$ cat src/rtl/pattern_tone_player.sv
// Pattern sequencer: plays a captured bit pattern LSB-first, one symbol per
// tick period, on LED, and gates a square-wave tone with the current symbol.
// Supports one-shot or looped playback with an optional silent gap between
// repeats, loaded through a valid/ready handshake.
module pattern_tone_player #(
  parameter int MESSAGE_WIDTH = 78,
  parameter int TICK_WIDTH    = 32,
  parameter int TONE_WIDTH    = 24,
  parameter int GAP_TICKS     = 0,
  parameter int IDX_W         = $clog2(MESSAGE_WIDTH),
  parameter int LEN_W         = $clog2(MESSAGE_WIDTH + 1)
) (
  input  logic                     CLK,
  input  logic                     RST,
  input  logic [MESSAGE_WIDTH-1:0] pattern_in,
  input  logic [LEN_W-1:0]         length_in,
  input  logic [TICK_WIDTH-1:0]    tick_rate_in,
  input  logic [TONE_WIDTH-1:0]    tone_half_period_in,
  input  logic                     loop_in,
  input  logic                     load_valid,
  output logic                     load_ready,
  input  logic                     stop,
  output logic                     LED,
  output logic                     tone_out,
  output logic                     START,
  output logic                     done,
  output logic                     busy,
  output logic [IDX_W-1:0]         blink_index
);

  typedef enum logic [1:0] {
    S_IDLE = 2'd0,
    S_PLAY = 2'd1,
    S_GAP  = 2'd2
  } state_t;

  state_t                   state, state_n;
  logic [IDX_W-1:0]         idx, idx_n, idx_inc;
  logic [TICK_WIDTH-1:0]    tick_cnt, tick_n;
  logic [31:0]              gap_cnt, gap_n;
  logic [TONE_WIDTH-1:0]    tone_cnt, tone_n;
  logic                     phase, phase_n;
  logic [MESSAGE_WIDTH-1:0] pat_r, pat_n;
  logic [LEN_W-1:0]         len_r, len_n;
  logic [TICK_WIDTH-1:0]    rate_r, rate_n;
  logic [TONE_WIDTH-1:0]    half_r, half_n;
  logic                     loop_r, loop_n;
  logic                     led_r, led_n;
  logic                     start_r, start_n;
  logic                     done_r, done_n;
  logic                     accept, tick_last, sym_last, gap_last;

  assign load_ready  = (state == S_IDLE) && !RST;
  assign busy        = (state != S_IDLE);
  assign accept      = load_valid && load_ready;
  assign LED         = led_r;
  assign START       = start_r;
  assign done        = done_r;
  assign blink_index = idx;
  assign tone_out    = led_r & phase & (half_r != '0);

  assign idx_inc   = idx + IDX_W'(1);
  assign tick_last = (tick_cnt == rate_r - TICK_WIDTH'(1));
  assign sym_last  = (LEN_W'(idx) == len_r - LEN_W'(1));
  assign gap_last  = (gap_cnt == 32'(GAP_TICKS - 1));

  // State and datapath registers; everything clears asynchronously on RST.
  always_ff @(posedge CLK or posedge RST) begin
    if (RST) begin
      state    <= S_IDLE;
      idx      <= '0;
      tick_cnt <= '0;
      gap_cnt  <= '0;
      tone_cnt <= '0;
      phase    <= 1'b0;
      pat_r    <= '0;
      len_r    <= '0;
      rate_r   <= '0;
      half_r   <= '0;
      loop_r   <= 1'b0;
      led_r    <= 1'b0;
      start_r  <= 1'b0;
      done_r   <= 1'b0;
    end else begin
      state    <= state_n;
      idx      <= idx_n;
      tick_cnt <= tick_n;
      gap_cnt  <= gap_n;
      tone_cnt <= tone_n;
      phase    <= phase_n;
      pat_r    <= pat_n;
      len_r    <= len_n;
      rate_r   <= rate_n;
      half_r   <= half_n;
      loop_r   <= loop_n;
      led_r    <= led_n;
      start_r  <= start_n;
      done_r   <= done_n;
    end
  end

  // Next-state, counter and registered-output decode.
  // LED/START/done are computed one cycle ahead so they appear registered
  // in the same cycle as the state/index they describe.
  always_comb begin
    state_n = state;
    idx_n   = idx;
    tick_n  = tick_cnt;
    gap_n   = gap_cnt;
    tone_n  = tone_cnt;
    phase_n = phase;
    pat_n   = pat_r;
    len_n   = len_r;
    rate_n  = rate_r;
    half_n  = half_r;
    loop_n  = loop_r;
    led_n   = led_r;
    start_n = 1'b0;
    done_n  = 1'b0;

    // Tone runs free across symbols and loop wraps while busy.
    if (state != S_IDLE && half_r != '0) begin
      if (tone_cnt == half_r - TONE_WIDTH'(1)) begin
        tone_n  = '0;
        phase_n = ~phase;
      end else begin
        tone_n = tone_cnt + TONE_WIDTH'(1);
      end
    end

    case (state)
      S_IDLE: begin
        led_n = 1'b0;
        if (accept) begin
          pat_n = pattern_in;
          if (length_in == '0 || length_in > LEN_W'(MESSAGE_WIDTH))
            len_n = LEN_W'(MESSAGE_WIDTH);
          else
            len_n = length_in;
          rate_n  = (tick_rate_in == '0) ? TICK_WIDTH'(1) : tick_rate_in;
          half_n  = tone_half_period_in;
          loop_n  = loop_in;
          state_n = S_PLAY;
          idx_n   = '0;
          tick_n  = '0;
          gap_n   = '0;
          tone_n  = '0;
          phase_n = 1'b0;
          led_n   = pattern_in[0];
          start_n = 1'b1;
        end
      end

      S_PLAY: begin
        if (stop) begin
          state_n = S_IDLE;
          led_n   = 1'b0;
          done_n  = 1'b1;
        end else if (tick_last) begin
          tick_n = '0;
          if (!sym_last) begin
            idx_n = idx_inc;
            led_n = pat_r[idx_inc];
          end else if (!loop_r) begin
            state_n = S_IDLE;
            led_n   = 1'b0;
            done_n  = 1'b1;
          end else if (GAP_TICKS == 0) begin
            idx_n   = '0;
            led_n   = pat_r[0];
            start_n = 1'b1;
          end else begin
            state_n = S_GAP;
            gap_n   = '0;
            led_n   = 1'b0;
          end
        end else begin
          tick_n = tick_cnt + TICK_WIDTH'(1);
        end
      end

      S_GAP: begin
        if (stop) begin
          state_n = S_IDLE;
          led_n   = 1'b0;
          done_n  = 1'b1;
        end else if (tick_last) begin
          tick_n = '0;
          if (gap_last) begin
            state_n = S_PLAY;
            idx_n   = '0;
            led_n   = pat_r[0];
            start_n = 1'b1;
          end else begin
            gap_n = gap_cnt + 32'd1;
          end
        end else begin
          tick_n = tick_cnt + TICK_WIDTH'(1);
        end
      end

      default: begin
        state_n = S_IDLE;
        led_n   = 1'b0;
      end
    endcase
  end

endmodule

$ cat config.mk
export PLATFORM = sky130hd
export DESIGN_NAME = pattern_tone_player
export DESIGN_NICKNAME = d
export VERILOG_FILES = /design/src/rtl/pattern_tone_player.sv
export SDC_FILE = /design/constraint.sdc
export NUM_CORES = 1
export LEC_CHECK = 0
export CORE_MARGIN = 4
export CORE_UTILIZATION = 40
export DETAILED_ROUTE_END_ITERATION = 7
export PLACE_DENSITY = 0.67
export SKIP_CTS_REPAIR_TIMING = 1
export SKIP_LAST_GASP = 1
export SLEW_MARGIN = 10
export SYNTH_ARGS = -nofsm -noshare
export SYNTH_HDL_FRONTEND = slang
export SYNTH_SLANG_ARGS = --single-unit
$ cat constraint.sdc
create_clock -name CLK -period 9.2 [get_ports CLK]
set_clock_uncertainty 0.05 [all_clocks]
set_input_delay 0.92 -clock CLK [delete_from_list [all_inputs] [get_ports CLK]]
set_output_delay 0.92 -clock CLK [all_outputs]
set_load 0.05 [all_outputs]
==> results of run 1 <==
per-layer routing:
metal,global-route usage [%],share of wire (%)
met3,3.79,6.8
met1,28.4,47
met5,0,0
met4,4.41,1.8
met2,30.2,44
path summary, 6_finish.rpt:
path | from | endpoint | slack (ns)
max | half_r[11]$_DFFE_PP0P_ | tone_out | 4.98
min in group asynchronous | RST | state[0]$_DFFE_PP0P_ | 1.00
max reg2reg | rate_r[0]$_DFFE_PP0P_ | LED$_DFFE_PP0P_ | 5.05
max in group asynchronous | RST | pat_r[61]$_DFFE_PP0P_ | 6.58
min reg2reg | pat_r[27]$_DFFE_PP0P_ | pat_r[27]$_DFFE_PP0P_ | 0.42
min | pat_r[27]$_DFFE_PP0P_ | pat_r[27]$_DFFE_PP0P_ | 0.42
cell type report:
type / count / share of cell area (%)
timing repair buffer: 170 / 11.2
sequential: 210 / 35.3
clock inverter: 8 / 0.816
inverter: 26 / 0.707
clock buffer: 36 / 4.96
multi-input combinational: 1115 / 43.7
tap: 390 / 3.28
worst register-to-register path: stages, from the launching register on:
cell     delay (ns)
dfrtp_1        0.43
inv_1          0.10
ha_1           0.20
nor4b_4        0.44
nand4_1        0.44
a211o_1        0.40
o21ai_0        0.34
nand4_1        0.19
or4b_1         0.49
buf_4          0.28
nand2_4        0.32
mux2_1         0.35
layout by cell type (no fill, tap or decap), types with 13 or more instances in the layout:
master,Yosys,routed
a211oi_1,19,19
a31oi_1,17,17
clkbuf_16,0,25
clkdlybuf4s50_1,0,158
dfrtp_1,210,210
inv_1,26,25
mux2i_1,13,13
mux4_2,20,20
nand2_1,474,473
nand3_1,48,48
nand4_1,50,50
nor2_1,74,74
nor3_1,26,26
nor4_1,29,29
o21ai_0,29,29
o311ai_1,15,15
or3_1,13,13
xnor2_1,47,47
xor2_1,50,49
cell families after synthesis:
family,count (synthesis),synth area share [%]
AO/OA/AOI/OAI,164,9.51
XOR/XNOR,97,6.98
adder cells (fa/ha/maj),6,0.617
buffers and inverters,109,3.62
flip-flops,210,43.2
multiplexers,34,4.86
AND/OR/NAND/NOR,814,31.2
per-stage QoR:
step	cell area, um2	setup WS (ns)
6_report	14900	4.98
5_1_grt	14900	4.74
4_1_cts	14900	4.95
3_5_place_dp	14000	5.07
3_3_place_gp	14000	5.22
2_1_floorplan	12200	2.49
power by group:
group,internal (mW),leakage (nW),switching (mW),total (mW)
Clock,0.637,0.422,0.390,1.03
Sequential,1.05,2.70,0.144,1.20
Combinational,0.268,3.26,0.309,0.578
Total,1.96,6.39,0.843,2.80
registers in the layout (all words and copies together), names as in the netlist, 7 cells and up:
signal,count
tone_cnt,24
tick_cnt,32
pat_r,78
len_r,7
half_r,24
blink_index,7
rate_r,32
==> metrics, run 1 <==
status finished clean; count leader, synth nand2_1; Reg2Reg Depth 11; CTS sink cnt 210; type of the most critical hold path reg -> reg; I/O Buffers 158; CTS clk-pin slew, worst paths ~0.060 ns; final wirelength between 30 and 40 mm; DIE WIDTH between 150 and 200 um; Clock Tree Root clkbuf_16; Power Density between 150 and 200 nW/um2; Syn Nets about 1.6k; Worst Path Arrival about 3.3 ns; # fillers roughly 2.8k; synthesized cell area between 10000 and 15000 um2; largest net degree at the start of global routing approximately 130; ant diodes 0; Syn Area/Cell approximately 8.5 um2; FMAX roughly 240 MHz; Sequential Area between 5000 and 6000 um2; startpoint types flop; Fin Setup TNS 0 ns; CP required between 8 and 9 ns; DP Wirelength 23.5 mm; vias in the first global route 10.4k; slowest CP cell clkdlybuf4s50_1; Max clock buf depth 3; layout cells sized above 1 approximately 6.4%; Leak around 6.4 nW; worst vdd ir between 0.1 and 0.15 mV; DIE HEIGHT around 180 um; delay-heaviest family, CP simple AND/OR/NAND/NOR gates; Avg WL per Cell 17.0 um; antenna viol nets, final 0; fin nets roughly 1.7k; Slew Limit Headroom between 30% and 40%; critical-path cell list or4_1 > nor4_1 > nand3_1 > o211a_1 > clkdlybuf4s50_1; Multi-input gate area 6490 um2; total placed cells including tap cells 1911; GRT Overall Usage ~19%; Die ar. approximately 33000 um2; starting density of the core around 41%; Skew-Pair Late Insertion Delay 0.52 ns; number of synthesized flops with an enable pin 0; most common library cells after synthesis nand2_1, dfrtp_1, nor2_1; Synth Flop Type dfrtp_1; Yosys Warn Count 0; Crit Path Class reg -> out; drt via density 5.54; Post-Synthesis Cells 1434; Max FO, Critical Path 11; RSZ-0062 raised after global routing false; area leader, netlist dfrtp_1; DRC viols 0; Max-cap violations 0; max-slew violation count 0; sequential area share after synthesis between 40% and 50%; area grow syn2layout 22.2%; asr flop ratio synth between 90% and 100%; final core utilization 49.9%; Site Rows 63; initial antenna violation count 0; Synth cell types 73; first-pass GRT wire length ~54 mm; Initial DRT Pass Iterations 6; CP Capture Type primary output; Hold Worst Slack 0.422 ns; #FFs+latches synth 210; part of the cycle the worst path needs between 40% and 50%; CTS tree done; Final Hold Viols 0; Placer Congestion roughly 0.89; Ports between 150 and 200; fin cells about 2.0k; leading post-synthesis cells by cell area dfrtp_1, nand2_1, mux4_2; CP peak stage delay ~0.71 ns; minimum clock period ~4.2 ns; CTS Buf Count 25; GR Overflow Total 0; Initial DRC Count 729; H-tree depth 1; Setup Viol. Count Final 0; Core Box Area between 20000 and 30000 um2; post-synth top area share between 40% and 50%; worst hold stages 2; via count around 11k; CP bufs+invs 1; Worst Tran Pin Value a little over 1 ns; Pwr Total about 2.8 mW; critical path depth 5
Power figures use the tool's default switching activity.
==> run 2: changes to the inputs <==
--- a/config.mk
+++ b/config.mk
@@ -8,7 +8,7 @@
 export CORE_MARGIN = 4
 export CORE_UTILIZATION = 40
 export DETAILED_ROUTE_END_ITERATION = 7
-export PLACE_DENSITY = 0.67
+export PLACE_DENSITY = 0.69
 export SKIP_CTS_REPAIR_TIMING = 1
 export SKIP_LAST_GASP = 1
 export SLEW_MARGIN = 10
==> constraint.sdc (replaced) <==
create_clock -name CLK -period 3.4 [get_ports CLK]
set_clock_uncertainty 0.05 [all_clocks]
set_input_delay 0.34 -clock CLK [delete_from_list [all_inputs] [get_ports CLK]]
set_output_delay 0.34 -clock CLK [all_outputs]
set_load 0.05 [all_outputs]
==> metrics, run 2 (same netlist as run 1, synthesis figures left out) <==
CTS tree done; DRC viols 0; RSZ-0062 raised after global routing true; CP peak stage delay roughly 0.55 ns; Skew-Pair Late Insertion Delay ~0.54 ns; commonest non-fill, non-tap cell in the layout nand2_1; Worst Path Arrival 3.72 ns; most frequent cells in the layout nand2_1, dfrtp_1, clkdlybuf4s50_1; FMAX between 200 and 300 MHz; layout cells sized above 1 between 10% and 20%; Final Hold Viols 0; Pwr Total 7.82 mW; DP Wirelength between 20 and 30 mm; Ports between 150 and 200; Die ar. 33300 um2; drt via density 5.45; Max clock buf depth 3; final core utilization about 52%; CTS clk-pin slew, worst paths ~0.060 ns; top flop regs pat_r x78, rate_r x32, tick_cnt x32; Initial DRC Count about 740; Placer Congestion about 0.89; I/O Buffers about 160; most frequent CP cell or4_4; type of the most critical hold path in -> async; critical-path cell list or4_4 > or4_4 > buf_4 > or4_1 > o211ai_1 > nor4bb_4 > or4b_4 > nand2_4 > buf_12 > o311ai_1; Fin Setup TNS 0 ns; # fillers between 2k and 3k; vias in the first global route 11.0k; minimum clock period approximately 3.3 ns; Most flops, register pat_r; pre-CTS WS -0.216 ns; Crit Path Class reg -> reg; CP bufs+invs 2; Setup crit start rate_r[19]$_DFFE_PP0P_; slowest CP cell or4_4; CTS Buf Count 25; Avg WL per Cell between 15 and 20 um; Site Rows 63; CP Capture Type flop; GRT Overall Usage 20.5%; delay-heaviest family, CP simple AND/OR/NAND/NOR gates; via count 11.1k; ant diodes 0; part of the cycle the worst path needs between 90 and 100%; fin nets 1776; worst vdd ir between 0.3 and 0.4 mV; initial antenna violation count 0; largest net degree at the start of global routing 83; DIE WIDTH between 150 and 200 um; Final Worst Setup Slack just over 0.05 ns; H-tree depth 1; Worst Tran Pin Value about 0.74 ns; startpoint types flop; Max-cap violations 0; CTS sink cnt 210; first-pass GRT wire length 56.8 mm; antenna viol nets, final 0; Max FO, Critical Path 20; Slew Limit Headroom roughly half; Clock Tree Root clkbuf_16; starting density of the core around two fifths; Setup Viol. Count Final 0; Power Density between 500 and 600 nW/um2; GR Overflow Total 0; Core Box Area approximately 30000 um2; Initial DRT Pass Iterations 5; CP required 3.77 ns; max-slew violation count 0; FF-to-FF Start rate_r[19]$_DFFE_PP0P_; status finished clean; max FFs per register 78; area grow syn2layout 28.5%; Leak ~7 nW; DIE HEIGHT between 150 and 200 um; final wirelength between 30 and 40 mm
run 2: changes by cell type in the layout (fill, tap and decap cells not counted), moves of 2 or more:
cell / change
clkbuf_1: +2
o311ai_1: -2
buf_4: +68
nor3_1: -2
buf_12: +4
o311ai_2: +2
or3_1: -2
or3_4: +2
buf_6: +4
clkbuf_8: -2
nor3_4: +2
run 2: path summary, 6_finish.rpt:
kind | to | slack [ns] | cells after the start
max reg2reg | tick_cnt[8]$_DFFE_PP0P_ | 0.05 | 10
min | rate_r[0]$_DFFE_PP0P_ | 0.22 | 2
max | tick_cnt[8]$_DFFE_PP0P_ | 0.05 | 10
min in group CLK | pat_r[18]$_DFFE_PP0P_ | 0.29 | 3
min reg2reg | pat_r[45]$_DFFE_PP0P_ | 0.42 | 2
max in group asynchronous | pat_r[27]$_DFFE_PP0P_ | 2.25 | 3
run 2: stage by stage:
step / instance area [um2] / cells / hold WS (ns)
floorplan: 12200 / 1434 / 0.390
global placement: 14600 / 1977 / 0.403
detailed placement: 14600 / 1977 / 0.408
CTS: 15400 / 2020 / 0.219
global route: 15600 / 2030 / 0.251
finish: 15600 / 2030 / 0.219
run 2: cell type report:
class	count	area, um2	share of cell area [%]
well taps	390	488	3.12
repair buffers	246	2300	14.7
inverters	26	101	0.648
multi-input cells	1115	6640	42.5
flip-flops and latches	210	5260	33.6
clock buffers	36	717	4.59
clock inverters	7	129	0.825
run 2: per-layer routing:
metal  track usage (%)  part of all wire (%)  routed length (um)
met1              29.8                    47               16400
met2              32.2                    45               15700
met3              3.81                   6.3                2180
met4              4.14                   1.6                 566
met5                 0                     0                   0
run 2: power breakdown:
| group | switching, mW | internal [mW] | total, mW |
|---|---|---|---|
| logic | 0.983 | 0.887 | 1.87 |
| registers | 0.336 | 2.86 | 3.19 |
| clock network | 1.06 | 1.69 | 2.75 |
| total | 2.38 | 5.44 | 7.82 |
==> run 3: changes to the inputs <==
--- a/config.mk
+++ b/config.mk
@@ -5,6 +5,7 @@
 export SDC_FILE = /design/constraint.sdc
 export NUM_CORES = 1
 export LEC_CHECK = 0
+export CAP_MARGIN = 20
 export CORE_MARGIN = 4
 export CORE_UTILIZATION = 40
 export DETAILED_ROUTE_END_ITERATION = 7
==> constraint.sdc (replaced) <==
create_clock -name CLK -period 3.4 [get_ports CLK]
set_clock_uncertainty 0.05 [all_clocks]
set_input_delay 0.34 -clock CLK [delete_from_list [all_inputs] [get_ports CLK]]
set_output_delay 0.34 -clock CLK [all_outputs]
set_load 0.005 [all_outputs]
==> metrics, run 3 (same netlist as run 1, synthesis figures left out) <==
CP Capture Type flop; max-slew violation count 0; Initial DRC Count 791; status finished clean; CP required 3.75 ns; Clock Tree Root clkbuf_16; RR Endpoint LED$_DFFE_PP0P_; Worst Path Arrival ~3.7 ns; CTS Buf Count 25; most frequent cells in the layout nand2_1, dfrtp_1, clkdlybuf4s50_1; Max clock buf depth 3; I/O Buffers between 150 and 200; final core utilization 52.6%; CTS clk-pin slew, worst paths ~0.06 ns; minimum clock period between 3 and 4 ns; startpoint types flop; RSZ-0062 raised after global routing true; Max-cap violations 0; ant diodes 0; Setup crit start rate_r[19]$_DFFE_PP0P_; Hold Worst Slack ~0.28 ns; Initial DRT Pass Iterations 5; Leak just under 7 nW; reg2reg setup slack 0.02 ns; Setup Viol. Count Final 0; starting density of the core between 40% and 50%; antenna viol nets, final 0; via count approximately 11k; Final Hold Viols 0; type of the most critical hold path in -> async; Site Rows 63; fin nets roughly 1.8k; Avg WL per Cell roughly 17 um; CTS sink cnt 210; Placer Congestion around 0.87; top flop regs pat_r x78, rate_r x32, tick_cnt x32; initial antenna violation count 2; largest net degree at the start of global routing between 70 and 80; part of the cycle the worst path needs approximately 99%; Skew-Pair Late Insertion Delay approximately 0.53 ns; CTS tree done; Slew Limit Headroom ~52%; Worst Tran Pin Value ~0.72 ns; Sequential Area between 5000 and 6000 um2; GRT Overall Usage 20.7%; Multi-input gate area 6650 um2; Ports around 160; Die ar. approximately 33000 um2; DIE WIDTH between 150 and 200 um; first-pass GRT wire length ~58 mm; drt via density ~5.5; Core Box Area 29800 um2; Power Density between 400 and 500 nW/um2; DIE HEIGHT 182 um; DRC viols 0; DP Wirelength about 25 mm; max FFs per register 78; final wirelength roughly 35 mm; Most flops, register pat_r; Crit Path Class reg -> reg; commonest non-fill, non-tap cell in the layout nand2_1; layout cells sized above 1 11.7%; worst vdd ir between 0.4 and 0.5 mV; FF-to-FF Start rate_r[19]$_DFFE_PP0P_; total placed cells including tap cells roughly 2.0k; area grow syn2layout 28.7%; H-tree depth 1; vias in the first global route 11.1k; FMAX 296 MHz; # fillers about 2.7k; Max FO, Critical Path 5; GR Overflow Total 0; fin cells between 2k and 2.5k; Reg2Reg Depth 9
[run 3: report_power, final]
group	switching [mW]	leakage, nW	internal [mW]	total (mW)
combinational	0.959	3.69	0.886	1.84
clock	1.05	0.416	1.62	2.67
sequential	0.332	2.70	2.86	3.19
total	2.34	6.81	5.36	7.70
[run 3: worst max-delay path, cell delays in order (launching register included)]
cell and delay [ns]:
dfrtp_1 0.38, or4_4 0.54, or4_4 0.47, o31ai_4 0.27
o211ai_1 0.17, nor4bb_4 0.29, or4b_4 0.49, buf_6 0.16
nand2_4 0.12, mux2_1 0.33
[run 3: metrics by stage]
step                instance area (um2)  setup TNS (ns)  setup slack, ns  total power [mW]
floorplan                         12200               0           0.0533              4.28
global placement                  14600         -0.0810          -0.0166              4.96
detailed placement                14600          -0.645          -0.0872              5.02
CTS                               15500          -0.766          -0.0957              7.72
global route                      15700           -2.36           -0.133              8.16
finish                            15700               0           0.0184              7.70
[run 3: final cells by class]
cell class | count | share of cell area (%)
well taps | 390 | 3.12
inverters | 26 | 0.647
flip-flops and latches | 210 | 33.6
repair buffers | 241 | 14.9
clock inverters | 7 | 0.431
multi-input cells | 1115 | 42.4
clock buffers | 38 | 4.88
[run 3: worst max path at each step]
stage | to | slack (ns) | depth (start not counted)
after detailed placement | state[0]$_DFFE_PP0P_ | -0.09 | 10
after global placement | blink_index[1]$_DFFE_PP0P_ | -0.02 | 11
after global routing | LED$_DFFE_PP0P_ | -0.13 | 9
final | LED$_DFFE_PP0P_ | 0.02 | 9
after floorplan | LED$_DFFE_PP0P_ | 0.05 | 10
after CTS | state[0]$_DFFE_PP0P_ | -0.1 | 10
[run 3: layer usage]
| layer | vias up | global-route usage [%] | part of all wire (%) | wire (um) |
|---|---|---|---|---|
| met5 | - | 0 | 0.037 | 13 |
| met4 | 2 | 4.32 | 1.8 | 624 |
| met3 | 46 | 4.05 | 7.0 | 2420 |
| met2 | 333 | 32.3 | 45 | 15500 |
| met1 | 5345 | 30.0 | 46 | 16100 |
| li1 | 5364 | - | - | - |
